### config.mk
export PLATFORM = sky130hd
export DESIGN_NAME = npu_irq_arbiter
export DESIGN_NICKNAME = d
export VERILOG_FILES = /design/src/rtl/npu_irq_arbiter.sv
export SDC_FILE = /design/constraint.sdc
export NUM_CORES = 1
export LEC_CHECK = 0
export CORE_MARGIN = 3
export CORE_UTILIZATION = 45
export CTS_BUF_LIST = sky130_fd_sc_hd__clkbuf_4 sky130_fd_sc_hd__clkbuf_8
export CTS_CLUSTER_SIZE = 40
export DETAILED_ROUTE_END_ITERATION = 8
export GPL_TIMING_DRIVEN = 0
export PLACE_DENSITY = 0.78
export REMOVE_ABC_BUFFERS = 1
export SLEW_MARGIN = 40
export SYNTH_ARGS = -nofsm -noshare
export SYNTH_HDL_FRONTEND = slang
export SYNTH_SLANG_ARGS = --single-unit
### constraint.sdc
create_clock -name clk -period 2.88 [get_ports clk]
set_input_delay 0.288 -clock clk [delete_from_list [all_inputs] [get_ports clk]]
set_output_delay 0.288 -clock clk [all_outputs]
set_load 0.03 [all_outputs]
### src/rtl/npu_irq_arbiter.sv
// Round-robin interrupt arbiter: edge-detects sources, latches pending bits,
// grants one eligible source at a time and holds it until ack and clear.
module npu_irq_arbiter #(
   parameter int NUM_SRC = 8
) (
   input  logic               clk,
   input  logic               rst,
   input  logic [NUM_SRC-1:0] src_irq,
   input  logic               mask_wr,
   input  logic [NUM_SRC-1:0] mask_wdata,
   output logic [NUM_SRC-1:0] mask,
   input  logic               clr_valid,
   input  logic [7:0]         clr_id,
   output logic               interrupt_req,
   input  logic               interrupt_ack,
   output logic [7:0]         interrupt_id,
   output logic [NUM_SRC-1:0] pending,
   output logic               in_service
);

   localparam int PW = (NUM_SRC > 1) ? $clog2(NUM_SRC) : 1;

   typedef enum logic [1:0] {
      IDLE  = 2'd0,
      REQ   = 2'd1,
      INSVC = 2'd2
   } state_e;

   state_e             state_q, state_d;
   logic [NUM_SRC-1:0] srcPrev_q;
   logic [NUM_SRC-1:0] pending_q, pending_d;
   logic [NUM_SRC-1:0] mask_q, mask_d;
   logic [PW-1:0]      rrPtr_q, rrPtr_d;
   logic [7:0]         id_q, id_d;
   logic               req_q, insvc_q;

   logic [NUM_SRC-1:0] rise;
   logic [NUM_SRC-1:0] eligible;
   logic               grantValid;
   logic [PW-1:0]      grantIdx;

   assign rise     = src_irq & ~srcPrev_q;
   assign eligible = pending_q & ~mask_q;

   // First eligible source scanning upward from rrPtr_q, wrapping at NUM_SRC-1.
   always_comb begin
      int idx;
      grantValid = 1'b0;
      grantIdx   = '0;
      idx        = 0;
      for (int k = 0; k < NUM_SRC; k++) begin
         idx = int'(rrPtr_q) + k;
         if (idx >= NUM_SRC) idx = idx - NUM_SRC;
         if (!grantValid && eligible[idx]) begin
            grantValid = 1'b1;
            grantIdx   = idx[PW-1:0];
         end
      end
   end

   always_comb begin
      int nxt;
      logic [NUM_SRC-1:0] grantClr;
      state_d  = state_q;
      mask_d   = mask_wr ? mask_wdata : mask_q;
      rrPtr_d  = rrPtr_q;
      id_d     = id_q;
      grantClr = '0;
      nxt      = int'(id_q) + 1;
      if (nxt >= NUM_SRC) nxt = 0;
      case (state_q)
         IDLE: begin
            if (grantValid) begin
               id_d               = 8'(grantIdx);
               grantClr[grantIdx] = 1'b1;
               state_d            = REQ;
            end
         end
         REQ: begin
            if (interrupt_ack) begin
               rrPtr_d = nxt[PW-1:0];
               state_d = INSVC;
            end
         end
         INSVC: begin
            if (clr_valid && (clr_id == id_q)) state_d = IDLE;
         end
         default: state_d = IDLE;
      endcase
      // A rise on the same edge as the grant clear keeps the bit set.
      pending_d = (pending_q & ~grantClr) | rise;
   end

   always_ff @(posedge clk) begin
      if (rst) begin
         state_q   <= IDLE;
         srcPrev_q <= '0;
         pending_q <= '0;
         mask_q    <= '0;
         rrPtr_q   <= '0;
         id_q      <= '0;
         req_q     <= 1'b0;
         insvc_q   <= 1'b0;
      end else begin
         state_q   <= state_d;
         srcPrev_q <= src_irq;
         pending_q <= pending_d;
         mask_q    <= mask_d;
         rrPtr_q   <= rrPtr_d;
         id_q      <= id_d;
         req_q     <= (state_d == REQ);
         insvc_q   <= (state_d == INSVC);
      end
   end

   assign mask          = mask_q;
   assign pending       = pending_q;
   assign interrupt_req = req_q;
   assign interrupt_id  = id_q;
   assign in_service    = insvc_q;

endmodule

==> reports/results.tsv, run 1 <==
metric	value	unit
overflow	0	
synth.avg_cell_area	10.1	um2
fin_util	66.3	%
tns	-0.670	ns
drc	0	
grt_pass1_vias	2345	
synth_compound_area_share	21.7	%
diodes	0	
ys_ff_latch	34	
finClkSkew	0.00402	ns
drv_cap	0	
core	5570	um2
p_leak	1.35	nW
crit_fanout	12	
drv_slew	0	
synth_top_family_by_area	multiplexers	
ios	55	
min_path_type	reg2reg	
viasPerCell	6.32	
cts_root_buf	clkbuf_8	
synth_area_leader_cell	dfxtp_1	
rsz0062_at_grt	true	
place_area	3100	um2
max_freq	335	MHz
numCtsBuffers	5	
grt_max_degree	35	
max_slew.worst_pin.slew	0.588	ns
place_hpwl	4.83	mm
final_area	3700	um2
ys_warn_count	0	
yosysMostFrequentCell	dfxtp_1	
synth_top_flop_cell	dfxtp_1	
drive_above_1_share	29.8	%
synth-simple-area-share	18.7	%
path_class	reg2reg	
post-route-period-util	104	%
clk_pin_slew_worst_paths	0.07	ns
crit_arrival	3.21	ns
clkLatencyLatePin	0.29	ns
die_area	6800	um2
period_minus_slack	2.98	ns
nets	363	
start_util	47.2	%
syn_to_final_growth	40.4	%
relSlewSlack	60.3	%
cp-start-kind	flop	
drt_iter0_markers	264	
cts_tree	built	
worstPathRequired	3.10	ns
finalHoldViolCount	0	
gp_congestion	0.927	
grtUsageTotal	22.8	%
cts_num_sinks	34	
wl_per_cell	20.1	um
antenna_found_initial	0	
clk_path_buf_depth	2	
synth_top_area_share	25.9	%
setup_viol	8	
grt_pass1_wl	11.6	mm
pre_cts_slack	-1.37	ns
firstDrtPassIters	5	
synth.area.mux_share	23.3	%
die_h	82.5	um
fp-row-count	27	
die_x	82.5	um
synth_cells	261	
fin_ws	-0.101	ns
ys_types	70	
wl	8.13	mm
htree_levels	2	
synth_xor_area_share	2.28	%
synth_seq_area_share	25.9	%
synthTopCellsByCount	dfxtp_1, mux2i_1, nor2_1	
cts_hold_buf	0	
async_flop_share	0	%
peakVddDrop	543	uV
cp-end-kind	flop	
outcome	complete, but fails checks	
synthesis.area	2630	um2
antenna_left	0	
via_count	2553	
yosys-top-cells-area	dfxtp_1, mux2i_1, mux4_2, nor2b_1, nor2_1	
failed_checks	setup timing	
synth_edf_count	0	
port_buffers	49	
synth_adder_area_share	1.43	%
power_density	898	nW/um2
-- path summary, 6_finish.rpt --
kind,cells after the start,end,slack (ns),startpoint
setup reg to reg,11,pending[1],-0.10,rrPtr_q[0]
hold / removal,2,pending[3],0.47,srcPrev_q[3]
setup / recovery,11,pending[1],-0.10,rrPtr_q[0]
hold reg to reg,2,pending[3],0.47,srcPrev_q[3]
-- cell type report --
| type | instances | area (um2) |
|---|---|---|
| inverter | 12 | 57.6 |
| multi-input combinational | 201 | 2050 |
| clock buffer | 7 | 90.1 |
| tap | 72 | 90.1 |
| fill | 413 | 1880 |
| timing repair buffer | 77 | 712 |
| sequential | 34 | 689 |
| clock inverter | 1 | 5.00 |
-- layout by cell type, fill, tap and decap left out, drive strengths merged, types with 4 or more instances in the layout --
| cell type | instances |
|---|---|
| mux4 | 13 |
| nor3 | 4 |
| a41oi | 4 |
| a22o | 4 |
| dfxtp | 34 |
| nor2 | 24 |
| inv | 10 |
| o21ai | 4 |
| mux2i | 29 |
| nand2b | 15 |
| conb | 5 |
| nor2b | 18 |
| a2111oi | 5 |
| clkbuf | 7 |
| a21oi | 10 |
| o2bb2ai | 4 |
| xnor2 | 5 |
| buf | 29 |
| nand2 | 5 |
| clkdlybuf4s50 | 48 |
-- per-layer routing --
layer / vias to the layer above / GRT usage, % / routed length [um]
met5: - / 0 / 0
met4: 0 / 10.3 / 323
met3: 32 / 5.86 / 695
met2: 149 / 36.4 / 3980
met1: 1240 / 28.8 / 3130
li1: 1132 / - / -
-- critical path: stages, from the launching register on --
cell and delay [ns]:
dfxtp_4 0.42, inv_6 0.11, ha_4 0.36, mux4_2 0.37, a221oi_1 0.51, nor3_1 0.14, o22a_1 0.25, o31ai_4 0.22
buf_12 0.16, buf_4 0.14, a2111oi_4 0.07, o2bb2ai_1 0.15
-- where the power goes --
group,total (mW),internal [mW],switching [mW]
registers,0.648,0.549,0.0991
clock network,0.381,0.202,0.178
logic,2.29,1.06,1.24
total,3.32,1.81,1.51
-- state kept, by name, summed over array words and instances (netlist names) --
register       count
in_service         1
interrupt_id       3
interrupt_req      1
mask               8
pending            8
rrPtr_q            3
srcPrev_q          8
state_q            2
-- stage by stage --
| step | hold WS [ns] | total power [mW] | std cells |
|---|---|---|---|
| final | 0.466 | 3.32 | 404 |
| after global routing | 0.486 | 3.44 | 404 |
| after CTS | 0.470 | 2.94 | 391 |
| after detailed placement | 0.454 | 2.20 | 368 |
| after global placement | 0.439 | 2.17 | 368 |
| after floorplan | 0.357 | 1.79 | 247 |
-- cells by family after synthesis --
logic type,Yosys count
fa+ha+maj,3
flops,34
other cells,1
simple gates,81
xor+xnor,6
mux,43
compound gates,63
buf+inv,30
-- what timing repair did --
action / in CTS / in global routing
setup endpoints to repair: 13 / 10
gates cloned: 0 / 0
pin swaps: 5 / 10
setup buffers: 15 / 13
gates resized for setup: 28 / 21
(Power assumes the default switching activity.)
==> inputs of run 2 (changes only) <==
--- a/config.mk
+++ b/config.mk
@@ -5,11 +5,13 @@
 export SDC_FILE = /design/constraint.sdc
 export NUM_CORES = 1
 export LEC_CHECK = 0
+export ABC_CLOCK_PERIOD_IN_PS = 2880
 export CORE_MARGIN = 3
 export CORE_UTILIZATION = 45
 export CTS_BUF_LIST = sky130_fd_sc_hd__clkbuf_4 sky130_fd_sc_hd__clkbuf_8
 export CTS_CLUSTER_SIZE = 40
 export DETAILED_ROUTE_END_ITERATION = 8
+export GPL_ROUTABILITY_DRIVEN = 0
 export GPL_TIMING_DRIVEN = 0
 export PLACE_DENSITY = 0.78
 export REMOVE_ABC_BUFFERS = 1
==> run 2 against run 1 <==
The run still ends with setup timing left; core utilization increased by 3.5 points; clock-buffer cell count decreased by 2; routed wire length up 19%; clock skew is 0.0042 ns higher; cell count is 1.5% higher; via count is 6.6% higher; maximum frequency is 3.6% lower; register-to-register slack got worse by 0.11 ns; design area grew 5.2%; clock power shrank 2%; critical endpoint unchanged.
==> reports/results.tsv, run 2 (synthesis gave the netlist of run 1 again) <==
metric	value	unit
seq_area	692	um2
fp-row-count	27	
cts_tree	built	
tns	-1.07	ns
diodes	0	
die_x	82.5	um
crit_fanout	6	
firstDrtPassIters	5	
finalHoldViolCount	0	
wl_per_cell	23.6	um
grt_pass1_vias	2410	
core	5570	um2
grt_max_degree	35	
htree_levels	2	
relSlewSlack	48.3	%
cts_root_buf	clkbuf_8	
drv_cap	0	
viasPerCell	6.64	
numCtsBuffers	5	
start_util	47.2	%
p_total	3.60	mW
p_sw	1.69	mW
drv_slew	0	
die_area	6800	um2
p_leak	1.41	nW
max_freq	323	MHz
pwr-share-seq	18.2	%
comb_power_share	71.5	%
grt_pass1_wl	12.2	mm
wl	9.68	mm
drt_iter0_markers	409	
cp_top_family	compound AO/OA/AOI/OAI gates	
setup_viol	10	
peakVddDrop	482	uV
clkLatencyLatePin	0.30	ns
cpPeakStageDelay	0.58	ns
cp-start-kind	flop	
multiInputGateArea	2160	um2
clk_path_buf_depth	2	
min_path_type	reg2reg	
fill_cells	387	
final_area	3890	um2
place_hpwl	4.91	mm
ios	55	
overflow	0	
drive_above_1_share	33.4	%
finClkSkew	0.00822	ns
place_area	3100	um2
drc	0	
clockPowerShare	10.3	%
failed_checks	setup timing	
cts_num_sinks	34	
syn_to_final_growth	47.8	%
rsz0062_at_grt	true	
pre_cts_slack	-1.40	ns
clk_pin_slew_worst_paths	0.08	ns
max_slew.worst_pin.slew	0.768	ns
hold_slack	0.470	ns
die_h	82.5	um
outcome	complete, but fails checks	
worstPathRequired	3.05	ns
post-route-period-util	107	%
grtUsageTotal	23.8	%
power_density	925	nW/um2
antenna_found_initial	0	
nets	369	
antenna_left	0	
port_buffers	49	
cp_slowest_cell	mux4_2	
layout_common_cells	clkdlybuf4s50_1, dfxtp_1, buf_4	
cp_cell_sequence	clkinv_8 > clkbuf_4 > mux2i_4 > mux4_2 > buf_4 > a211oi_2 > o311ai_4 > a2111oi_4 > o2bb2ai_1	
swShare	46.9	%
fin_ws	-0.213	ns
crit_arrival	3.27	ns
cp.buffers_inverters	3	
layout_commonest_cell	clkdlybuf4s50_1	
p_int	1.91	mW
cp-end-kind	flop	
period_minus_slack	3.09	ns
path_class	reg2reg	
via_count	2722	
run 2: power groups by stage:
stage	clock [mW]	combinational [mW]	sequential, mW
global route	0.394	2.67	0.666
CTS	0.360	2.06	0.642
global placement	0	1.49	0.670
detailed placement	0	1.51	0.675
finish	0.372	2.57	0.656
floorplan	0	1.03	0.755
run 2: worst paths after layout:
path | start | endpoint | slack, ns | cells after the start
worst max-delay path | rrPtr_q[0] | pending[1] | -0.21 | 9
worst min-delay path | srcPrev_q[3] | pending[3] | 0.47 | 2
worst max register to register | rrPtr_q[0] | pending[1] | -0.21 | 9
worst min register to register | srcPrev_q[3] | pending[3] | 0.47 | 2
run 2: repair_timing:
item / CTS / global route
endpoints found under the setup margin: 13 / 10
pin swaps: 6 / 18
resized for setup: 29 / 42
setup buffers: 19 / 15
hold buffers: 0 / 0
run 2: worst reg2reg max path: cells and delay by family, from the launching register on:
| family | cells | cell delay (ns) |
|---|---|---|
| AO/OA/AOI/OAI | 4 | 1.17 |
| buffers and inverters | 3 | 0.50 |
| flip-flops | 1 | 0.45 |
| multiplexers | 2 | 0.83 |
run 2: layout make-up:
| class | count | area share [%] |
|---|---|---|
| multi-input combinational | 201 | 55.5 |
| timing repair buffer | 83 | 20.4 |
| sequential | 34 | 17.8 |
| tap | 72 | 2.32 |
| clock buffer | 5 | 1.77 |
| inverter | 12 | 1.67 |
| clock inverter | 3 | 0.547 |
run 2: routing by layer:
layer  vias up  GRT usage [%]  part of all wire (%)
met2       204           39.7                    48
met3        74           4.34                   8.3
met4         0           8.80                   6.4
met5         -              0                     0
met1      1299           30.4                    37
li1       1145              -                     -
run 2: per-stage QoR:
stage	utilization [%]	std cells
after floorplan	-	247
after global placement	55.6	368
after detailed placement	55.6	368
after CTS	63.3	395
after global routing	69.8	410
final	69.8	410
